<file path="config.mk">
export PLATFORM = sky130hd
export DESIGN_NAME = crc16_arbiter
export DESIGN_NICKNAME = d
export VERILOG_FILES = /design/src/rtl/crc16_arbiter.sv
export SDC_FILE = /design/constraint.sdc
export NUM_CORES = 1
export LEC_CHECK = 0
export CORE_UTILIZATION = 68
export CTS_BUF_LIST = sky130_fd_sc_hd__clkbuf_16
export DETAILED_ROUTE_END_ITERATION = 12
export DONT_BUFFER_PORTS = 1
export PLACE_DENSITY_LB_ADDON = 0.25
export SLEW_MARGIN = 10
export SYNTH_ARGS = -nofsm -noshare
export SYNTH_HDL_FRONTEND = slang
export SYNTH_SLANG_ARGS = --single-unit
</file>
<file path="constraint.sdc">
create_clock -name clk -period 4.8 [get_ports clk]
set_input_delay 0.48 -clock clk [delete_from_list [all_inputs] [get_ports clk]]
set_output_delay 0.48 -clock clk [all_outputs]
set_load 0.01 [all_outputs]
</file>
<file path="src/rtl/crc16_arbiter.sv">
// Shares one crc16_engine between the CPU MMIO bridge and the seal requester.
// Optional build macro CRC16_CTX_SAVE_EN saves/restores the CPU's CRC across a seal grant.
module crc16_arbiter #(
  parameter int CPU_HOLD = 16,
  parameter int SEAL_MAX = 64
) (
  input  logic        clk,
  input  logic        rst,
  input  logic        cpu_init,
  input  logic [7:0]  cpu_data,
  input  logic        cpu_data_valid,
  output logic        cpu_busy,
  output logic [15:0] cpu_crc,
  input  logic        seal_req,
  output logic        seal_grant,
  input  logic [7:0]  seal_data,
  input  logic        seal_valid,
  output logic        seal_ready,
  output logic [15:0] seal_crc,
  output logic        eng_init,
  output logic [7:0]  eng_data,
  output logic        eng_data_valid,
  input  logic [15:0] eng_crc,
  input  logic        eng_busy
`ifdef CRC16_CTX_SAVE_EN
  ,
  output logic        eng_load,
  output logic [15:0] eng_load_value
`endif
);

  typedef enum logic [2:0] {
    S_IDLE, S_CPU, S_DRAIN, S_SEAL_INIT, S_SEAL, S_RELEASE
  } state_t;

  localparam logic [7:0] HOLD_LD = 8'(CPU_HOLD);
  localparam logic [7:0] MAX_B   = 8'(SEAL_MAX);

  state_t      state, state_nxt;
  logic [7:0]  hold_cnt, hold_nxt;
  logic [7:0]  byte_cnt, byte_nxt;
  logic        cpu_pulse;
  logic        grant_c, ready_c, init_c, dv_c;
  logic [7:0]  data_c;

  assign cpu_pulse = cpu_init | cpu_data_valid;

  always_comb begin
    state_nxt = state;
    hold_nxt  = hold_cnt;
    byte_nxt  = byte_cnt;
    grant_c   = 1'b0;
    ready_c   = 1'b0;
    init_c    = 1'b0;
    dv_c      = 1'b0;
    data_c    = 8'h00;
    case (state)
      S_IDLE, S_CPU: begin
        // CPU pulses go straight through; a same-cycle seal_req loses to them
        if (cpu_pulse) begin
          init_c    = cpu_init;
          dv_c      = cpu_data_valid & ~cpu_init;
          data_c    = (cpu_data_valid & ~cpu_init) ? cpu_data : 8'h00;
          hold_nxt  = HOLD_LD;
          state_nxt = S_CPU;
        end else if (state == S_CPU) begin
          hold_nxt = (hold_cnt != 8'd0) ? hold_cnt - 8'd1 : 8'd0;
          if (hold_cnt <= 8'd1) state_nxt = S_IDLE;
        end else if (seal_req) begin
          state_nxt = S_DRAIN;
        end
      end
      S_DRAIN: begin
        grant_c = 1'b1;
        if (!eng_busy) state_nxt = S_SEAL_INIT;
      end
      S_SEAL_INIT: begin
        // init always completes so the engine is never left half-owned
        grant_c   = 1'b1;
        init_c    = 1'b1;
        byte_nxt  = 8'd0;
        state_nxt = seal_req ? S_SEAL : S_RELEASE;
      end
      S_SEAL: begin
        grant_c = 1'b1;
        ready_c = !eng_busy && (byte_cnt < MAX_B);
        if (ready_c && seal_valid) begin
          dv_c     = 1'b1;
          data_c   = seal_data;
          byte_nxt = byte_cnt + 8'd1;
        end
        if (!seal_req || (byte_cnt == MAX_B && !eng_busy)) state_nxt = S_RELEASE;
      end
      S_RELEASE: begin
        grant_c = 1'b1;
        if (!eng_busy) state_nxt = S_IDLE;
      end
      default: state_nxt = S_IDLE;
    endcase
  end

  always_ff @(posedge clk or posedge rst) begin
    if (rst) begin
      state    <= S_IDLE;
      hold_cnt <= 8'd0;
      byte_cnt <= 8'd0;
    end else begin
      state    <= state_nxt;
      hold_cnt <= hold_nxt;
      byte_cnt <= byte_nxt;
    end
  end

  // rst gates the combinational path so CPU pulses cannot leak through during reset
  assign seal_grant     = grant_c & ~rst;
  assign seal_ready     = ready_c & ~rst;
  assign eng_init       = init_c & ~rst;
  assign eng_data_valid = dv_c & ~rst;
  assign eng_data       = rst ? 8'h00 : data_c;
  assign cpu_busy       = eng_busy | (state == S_DRAIN) | (state == S_SEAL_INIT) |
                          (state == S_SEAL) | (state == S_RELEASE);
  assign cpu_crc        = eng_crc;
  assign seal_crc       = eng_crc;

`ifdef CRC16_CTX_SAVE_EN
  logic [15:0] ctx_reg;

  // engine is idle on the DRAIN exit cycle, so the last latched value is final
  always_ff @(posedge clk or posedge rst) begin
    if (rst)                  ctx_reg <= 16'h0000;
    else if (state == S_DRAIN) ctx_reg <= eng_crc;
  end

  assign eng_load       = ~rst & (state == S_RELEASE) & ~eng_busy;
  assign eng_load_value = ctx_reg;
`endif

endmodule

</file>
* Yosys cells after proc, flatten, opt, wreduce, memory -nomap -nowiden *
Index checks and enable logic that the tools add are counted.

storage, ports and cells
  bits in registers = 19
  bits of input ports = 39
  output and inout bits = 45
  word-level logic and storage cells = 72

operators by class
  add/sub/neg operators = 2
  magnitude comparators = 2
  equal/unequal tests = 12
  mux-type cells = 26
  bitwise gates (word level) = 12
  reduce and logical (&&, ||, !) cells = 15

operators by type and width
  operator                                                        count
  two-way mux 8 bit                                               8
  one-hot mux 8 bit (2 select lines)                              2
  two-way mux 3 bit                                               7
  one-hot mux 3 bit (5 select lines)                              1
  adder 8 x 1 -> 8 bit, second input constant                     1
  equality test 8 x 7 -> 1 bit, second input constant             1
  less-or-equal comparator 8 x 1 -> 1 bit, second input constant  1
  < comparator 8 x 7 -> 1 bit, second input constant              1
  inequality test 2 bit, second input constant                    4
  inequality test 4 bit, second input constant                    2
  nonzero test 8 bit                                              1
  subtractor 8 x 1 -> 8 bit, second input constant                1
  equality test 3 x 2 -> 1 bit, second input constant             2
  equality test 3 bit, second input constant                      2
  two-way mux 1 bit                                               6
  AND 1 bit                                                       5
  OR 1 bit                                                        5
  AND reduction 5 bit                                             1
  one-hot mux 1 bit (2 select lines)                              2
  AND reduction 2 bit                                             2
  nonzero test 2 bit                                              2
  OR reduction 4 bit                                              1
  equality test 3 x 1 -> 1 bit, second input constant             1
  logical AND 1 bit                                               3
  5 further kinds                                                 7

* Logic depth before layout (Yosys ltp) *
Gate-level depths: netlist of run 1.

  word-level depth = 6
  mapped depth = 7
  gate-level depth less buffers = 6

* Worst setup path after synthesis of run 1 *
Ideal clock, no wire load.

  path type = flip-flop to output port
  start point = register state[1]
  end point = output port eng_data[0]
  arrival = 1.463 ns
  data required time = 4.320 ns
  slack = 2.857 ns
  cell stages (with the launch flop) = 5
  path buffers = 1
  cell sequence = dfrtp_1 -> buf_2 -> nor4b_2 -> a22oi_1 -> nor2_1

on the way
  cells in the longest elaborated chain, start to end = 4
  elaborated cells between the ends (all ways) = 6
  those cells by class = 2 x eq/ne; 2 x mux; 2 x reduce/logical

RTL lines
  element                                                                   RTL line  text
  start, declared                                                           39        state_t state, state_nxt;
  start signal, assigned                                                    108       state <= state_nxt;
  equality test 3 x 1 -> 1 bit / logical NOT 3 bit (equally long branches)  57        case (state)
  OR reduction 2 bit                                                        57
  one-hot mux 8 bit (2 select lines) *                                      57
  two-way mux 8 bit *                                                       119       assign eng_data = rst ? 8'h00 : data_c;
  end, declared                                                             21        output logic [7:0] eng_data,

Every way passes the cells marked *; elsewhere a longest branch is shown, timed or not.

* Worst setup path after layout of run 1 *
  start point = register state[2]
  end point = output port eng_data[0]

Same word-level chain as after synthesis.

==> metrics.md, run 1 <==
| Metric | Value |
|---|---|
| Outcome | `finished, final reports clean` |
| DRT iter0 DRCs | `51` |
| Initial Util | `74.8%` |
| Antenna violations before repair | `0` |
| Grt ovf | `0` |
| Share of cells above drive strength 1 | `7.48%` |
| CP Launch Type | `register` |
| Total track usage | `27.3%` |
| Syn_nets | `225` |
| Leading cell types in the layout, fill and taps excluded | `nor2_1, dfrtp_1, nand2_1` |
| Vias | `1151` |
| Routed wire length | `3220 µm` |
| Synthesis warning total | `0` |
| Post-CTS Resized | `0` |
| Post-CTS Setup Inserts | `0` |
| Worst-skew pair later-pin latency | `250 ps` |
| ANT nets after route | `0` |
| Post-route cell area | `1360 µm²` |
| Fillers | `163` |
| First-pass GRT wire length | `4930 µm` |
| Final Power | `830 µW` |
| CTS tree | `built` |
| Worst Hold Class | `in2async` |
| Distinct cell type count after synthesis | `36` |
| DR vias/cell | `6.61` |
| Fin. Hold Viols | `0` |
| Core ar. | `2040 µm²` |
| Cell Rows | `16` |
| Fin crit period | `2550 ps` |
| Leading area contributor after synthesis | `dfrtp_1` |
| Iteration count of the initial detailed-routing pass | `4` |
| Chip Height | `49.4 µm` |
| Top cells by area, synth | `dfrtp_1, buf_4, nor2_1` |
| N_diodes | `0` |
| EDFF count, synth | `0` |
| Worst slew margin | `45.3%` |
| Fmax | `0.392 GHz` |
| Clock sink count | `19` |
| Vias in the first global route | `1006` |
| H-tree Lvls | `1` |
| Crit. End Element | `primary output` |
| Sequential share of the synthesized area | `31.1%` |
| Register clock-pin slew on the reported worst setup and hold paths | `50 ps` |
| P per Cell Area | `609 nW/µm²` |
| Final GP Congestion | `0.904` |
| Worst Skew | `1.15 ps` |
| Setup crit start | `state[2]$_DFFE_PP0P_` |
| Area growth, synth to finish | `-10.7%` |
| Final Slew Violations | `0` |
| Root Driver | `clkbuf_16` |
| Pin slew with the least headroom to its limit | `812 ps` |
| WL per Instance | `18.5 µm` |
| Die ar. | `2440 µm²` |
| #FFs+latches synth | `19` |
| Final setup fails | `0` |
| Tcrit/Tclk final | `53.1%` |
| Leakage | `0.621 nW` |
| Ys flop type | `dfrtp_1` |
| RSZ-0062 raised after global routing | `no` |
| Ys async rst share | `100%` |
| CP arrival | `2070 ps` |
| Largest net degree at the start of global routing | `21` |
| Hold Buf Count CTS | `0` |
| DP Area | `1280 µm²` |
| Max-cap violations | `0` |
| Die Width | `49.4 µm` |
| Syn Area/Cell | `8.43 µm²` |
| Synthesized area | `1530 µm²` |
| Worst EP required | `4320 ps` |
| Setup TNS | `0 ps` |
| I/O pins | `84` |
| Worst Path Max Fanout | `17` |
| Worst R2R Start | `state[2]$_DFFE_PP0P_` |
| Final nets | `192` |
| Max VDD drop | `349 µV` |
| Number of buffers created by CTS | `3` |
| Crit Path Class | `reg2out` |
| Post-DP HPWL | `2290 µm` |
| Commonest non-fill, non-tap cell in the layout | `nor2_1` |
| Buffers on Ports | `0` |
| Clk buf depth | `2` |
| Mapped Cells | `181` |
| Post-synth top area share | `31.1%` |
| DRC violations left | `0` |
sequential cells by signal (all words and copies together), names as in the netlist:
signal    cells
byte_cnt      8
hold_cnt      8
state         3
cell usage after synthesis (4+ instances only):
cell type and instances:
nor2_1 31, and3_1 5, o21ai_0 6, nand2_1 12, nand4_1 4, xor2_1 6, dfrtp_1 19, a22oi_1 8
xnor2_1 5, inv_1 8, ha_1 5, buf_4 35, a21oi_1 5
worst max-delay path, cell delays in order, from the launching register on:
cell	delay, ps
dfrtp_1	550
nor4b_2	280
and3_1	570
a22oi_1	180
nor2_1	230
where the power goes:
group          switching, mW  internal [mW]  leakage (nW)
Clock                 0.0604          0.111        0.0423
Sequential            0.0786          0.206         0.245
Combinational          0.217          0.156         0.333
path summary, 6_finish.rpt:
check | slack, ps | end | depth (start not counted)
max | 2250 | eng_data[0] | 4
min | 240 | byte_cnt[1]$_DFFE_PP0P_ | 1
max reg2reg | 2840 | byte_cnt[4]$_DFFE_PP0P_ | 5
min reg2reg | 550 | hold_cnt[6]$_DFFE_PP0P_ | 2
max in group asynchronous | 4100 | hold_cnt[2]$_DFFE_PP0P_ | 1
min in group clk | 430 | state[1]$_DFFE_PP0P_ | 2
routing by layer:
| layer | global-route usage [%] | share of wire, % |
|---|---|---|
| met2 | 45.7 | 49 |
| met3 | 4.98 | 8.9 |
| met5 | 0 | 0 |
| met1 | 32.4 | 38 |
| met4 | 16.2 | 4.0 |
metrics by stage:
| stage | utilization (%) | instances | hold slack (ps) | setup slack, ps |
|---|---|---|---|---|
| global placement | 62.9 | 170 | 519 | 2620 |
| detailed placement | 62.9 | 170 | 534 | 2570 |
| global route | 66.7 | 174 | 304 | 2080 |
| CTS | 66.7 | 174 | 259 | 2300 |
| floorplan | - | 181 | 436 | 2860 |
| finish | 66.7 | 174 | 239 | 2250 |
final cells by class:
cell class / count / area [µm²] / share of cell area, %
Multi-Input combinational cell: 116 / 744 / 54.6
Clock inverter: 1 / 3.75 / 0.275
Clock buffer: 3 / 75.1 / 5.51
Tap cell: 27 / 33.8 / 2.48
Inverter: 8 / 30.0 / 2.20
Sequential cell: 19 / 475 / 34.9
cell families after synthesis:
family                   share of synthesized area, %
AO/OA/AOI/OAI                                    12.3
XOR/XNOR                                         6.31
adder cells (fa/ha/maj)                          4.10
buffers and inverters                            20.1
flip-flops                                       31.1
multiplexers                                     1.97
AND/OR/NAND/NOR                                  24.1
No activity file was read; power rests on OpenSTA's default activity.
==> inputs of run 2 (changes only) <==
CORE_UTILIZATION = 57   (was 68)
clock period = 2.3 ns   (was 4.8 ns; I/O delays follow)
==> run 2 against run 1 <==
Against the previous run: non-clock buffer count rose by 4; cell count increased by 4.0%; clock power up 110%; critical path depth is 1 higher; register-to-register slack got worse by 2400 ps; via count is 0.43% lower; largest cell class unchanged; combinational power rose by 110%; power increased by 110%; worst setup slack got worse by 2000 ps; critical endpoint is now eng_data[5].
==> metrics.md, run 2 (same netlist as run 1, synthesis figures left out) <==
| Metric | Value |
|---|---|
| Commonest non-fill, non-tap cell in the layout | `nor2_1 (unchanged)` |
| Critical path, cell by cell | `nor4b_2 > and3_1 > buf_4 > a22oi_1 > nor2_1 (was nor4b_2 > and3_1 > a22oi_1 > nor2_1)` |
| Crit path max-delay family | `simple AND/OR/NAND/NOR gates (unchanged)` |
| Root Driver | `clkbuf_16 (unchanged)` |
| Combinational share of power | `45.4% (was 45.0%)` |
| Met1 Usage GRT | `24.9% (was 32.4%)` |
| Worst Hold Class | `in2reg (was in2async)` |
| Setup TNS | `0 ps (unchanged)` |
| Worst slew margin | `62.2% (was 45.3%)` |
| Reg power frac | `34.3% (was 34.4%)` |
| DRC violations left | `0 (unchanged)` |
| CP arrival | `1800 ps (was 2070 ps)` |
| Crit Path Class | `reg2out (unchanged)` |
| Tcrit/Tclk final | `88.1%` |
| Die ar. | `2890 µm² (was 2440 µm²)` |
| CP Launch Type | `register (unchanged)` |
| Worst path slowest cell | `dfrtp_1 (was and3_1)` |
| Vias | `1146 (was 1151)` |
| Largest net degree at the start of global routing | `21 (unchanged)` |
| ANT nets after route | `0 (unchanged)` |
| R2r setup slk | `460 ps (was 2840 ps)` |
| Buffers on Ports | `0 (unchanged)` |
| Worst min-delay path startpoint | `seal_req` |
| Total track usage | `22.8% (was 27.3%)` |
| Cell Rows | `18 (was 16)` |
| WHS | `192 ps (was 239 ps)` |
| Sw power | `740 µW (was 356 µW)` |
| Fin crit period | `2030 ps` |
| Vias in the first global route | `1015 (was 1006)` |
| Final Power | `1.73 mW (was 830 µW)` |
| Internal | `994 µW (was 473 µW)` |
| Biggest regs | `byte_cnt x8, hold_cnt x8, state x3 (unchanged)` |
| Iteration count of the initial detailed-routing pass | `4 (unchanged)` |
| CP bufs+invs | `1 (was 0)` |
| Hold Crit Depth | `2` |
| Antenna violations before repair | `0 (unchanged)` |
| Worst R2R Start | `state[1]$_DFFE_PP0P_ (was state[2]$_DFFE_PP0P_)` |
| Fin. Hold Viols | `0 (unchanged)` |
| Crit. End Element | `primary output (unchanged)` |
| P per Cell Area | `1230 nW/µm² (was 609 nW/µm²)` |
| Area growth, synth to finish | `-7.79% (was -10.7%)` |
| Worst EP required | `2070 ps (was 4320 ps)` |
| H-tree Lvls | `1 (unchanged)` |
| Routed wire length | `3150 µm (was 3220 µm)` |
| Max-cap violations | `0 (unchanged)` |
| Worst Path Max Fanout | `10 (was 17)` |
| Clk buf depth | `2 (unchanged)` |
| CP peak stage delay | `560 ps (was 570 ps)` |
| N_diodes | `0 (unchanged)` |
| Met2 Resource Use GR | `40.3% (was 45.7%)` |
| Share of cells above drive strength 1 | `9.27% (was 7.48%)` |
| Clock network power share | `20.3% (was 20.7%)` |
| Hold Path End | `state[1]$_DFFE_PP0P_` |
| DR vias/cell | `6.33 (was 6.61)` |
| Chip Height | `53.8 µm (was 49.4 µm)` |
| Final Slew Violations | `0 (unchanged)` |
| Leakage | `0.646 nW (was 0.621 nW)` |
| R2R cell count | `5 (unchanged)` |
| Post-DP HPWL | `2270 µm (was 2290 µm)` |
| Initial Util | `61.1% (was 74.8%)` |
| Register clock-pin slew on the reported worst setup and hold paths | `50 ps (about the same)` |
| RSZ-0062 raised after global routing | `no (unchanged)` |
| Core ar. | `2500 µm² (was 2040 µm²)` |
| Grt ovf | `0 (unchanged)` |
| I/O pins | `84 (unchanged)` |
| First-pass GRT wire length | `4590 µm (was 4930 µm)` |
| DRT iter0 DRCs | `30 (was 51)` |
| Clock sink count | `19 (unchanged)` |
| Outcome | `finished, final reports clean (unchanged)` |
| Final setup fails | `0 (unchanged)` |
| Reg-to-reg endpoint | `hold_cnt[3]$_DFFE_PP0P_ (was byte_cnt[4]$_DFFE_PP0P_)` |
| Max VDD drop | `612 µV (was 349 µV)` |
| CTS tree | `built (unchanged)` |
| WL per Instance | `17.4 µm (was 18.5 µm)` |
| Post-CTS Setup Inserts | `0 (unchanged)` |
| Final GP Congestion | `0.791 (was 0.904)` |
| Worst-skew pair later-pin latency | `250 ps (about the same)` |
| Final nets | `196 (was 192)` |
| Pin slew with the least headroom to its limit | `553 ps (was 812 ps)` |
| Sw frac | `42.7% (was 43.0%)` |
| M3 GR Usage | `5.65% (was 4.98%)` |
| GR peak layer | `met2 (unchanged)` |
| Worst Skew | `1.36 ps (was 1.15 ps)` |
| Leading cell types in the layout, fill and taps excluded | `nor2_1, dfrtp_1, nand2_1 (unchanged)` |
| Fmax | `0.493 GHz` |
| Number of buffers created by CTS | `3 (unchanged)` |
| Die Width | `53.8 µm (was 49.4 µm)` |
==> run 2: through the flow <==
| stage | utilization, % | setup slack (ps) | instances | area (µm²) |
|---|---|---|---|---|
| floorplan | - | 607 | 181 | 1530 |
| global placement | 52.4 | 523 | 176 | 1310 |
| detailed placement | 52.4 | 443 | 176 | 1310 |
| CTS | 56.0 | 178 | 181 | 1400 |
| global route | 56.3 | 64.6 | 181 | 1410 |
| finish | 56.3 | 273 | 181 | 1410 |
==> run 2: power by group through the flow <==
stage	logic (mW)	registers [mW]	clock network [mW]
after floorplan	0.760	0.512	0
after global placement	0.742	0.584	0
after detailed placement	0.757	0.588	0
after CTS	0.786	0.586	0.358
after global routing	0.890	0.612	0.374
final	0.787	0.595	0.352
==> run 2: how the worst max path moves through the flow <==
stage                                    start          end  cells past startpoint
final                     state[2]$_DFFE_PP0P_  eng_data[5]                      5
after floorplan           state[1]$_DFFE_PP0P_  eng_data[0]                      4
after global routing      state[2]$_DFFE_PP0P_  eng_data[5]                      5
after global placement    state[1]$_DFFE_PP0P_  eng_data[5]                      3
after detailed placement  state[1]$_DFFE_PP0P_  eng_data[5]                      3
after CTS                 state[1]$_DFFE_PP0P_  eng_data[5]                      3
==> run 2: per-layer routing <==
metal / part of all wire [%] / up-vias / wire length, µm
met5: 0 / - / 0
met4: 3.1 / 0 / 99
met3: 7.3 / 18 / 230
met2: 49 / 52 / 1560
met1: 40 / 547 / 1260
li1: - / 529 / -
==> run 2: final cells by class <==
class                      count  area [µm²]
inverter                       8        30.0
clock buffer                   3        75.1
clock inverter                 1        3.75
fill                         219        1090
sequential                    19         475
multi-input combinational    116         753
tap                           30        37.5
timing repair buffer           4        32.5
==> run 2: worst register-to-register path, delay by kind of cell (launching register included) <==
family / cells / cell delay [ps]
AND/OR/NAND/NOR: 4 / 1010
flip-flops: 1 / 550
XOR/XNOR: 1 / 150
==> run 2: timing repair <==
| action | in CTS | in global routing |
|---|---|---|
| gates resized for setup | 0 | 2 |
| endpoints found under the hold margin | 19 | 0 |
| setup endpoints to repair | 0 | 6 |
| hold buffers | 1 | 0 |
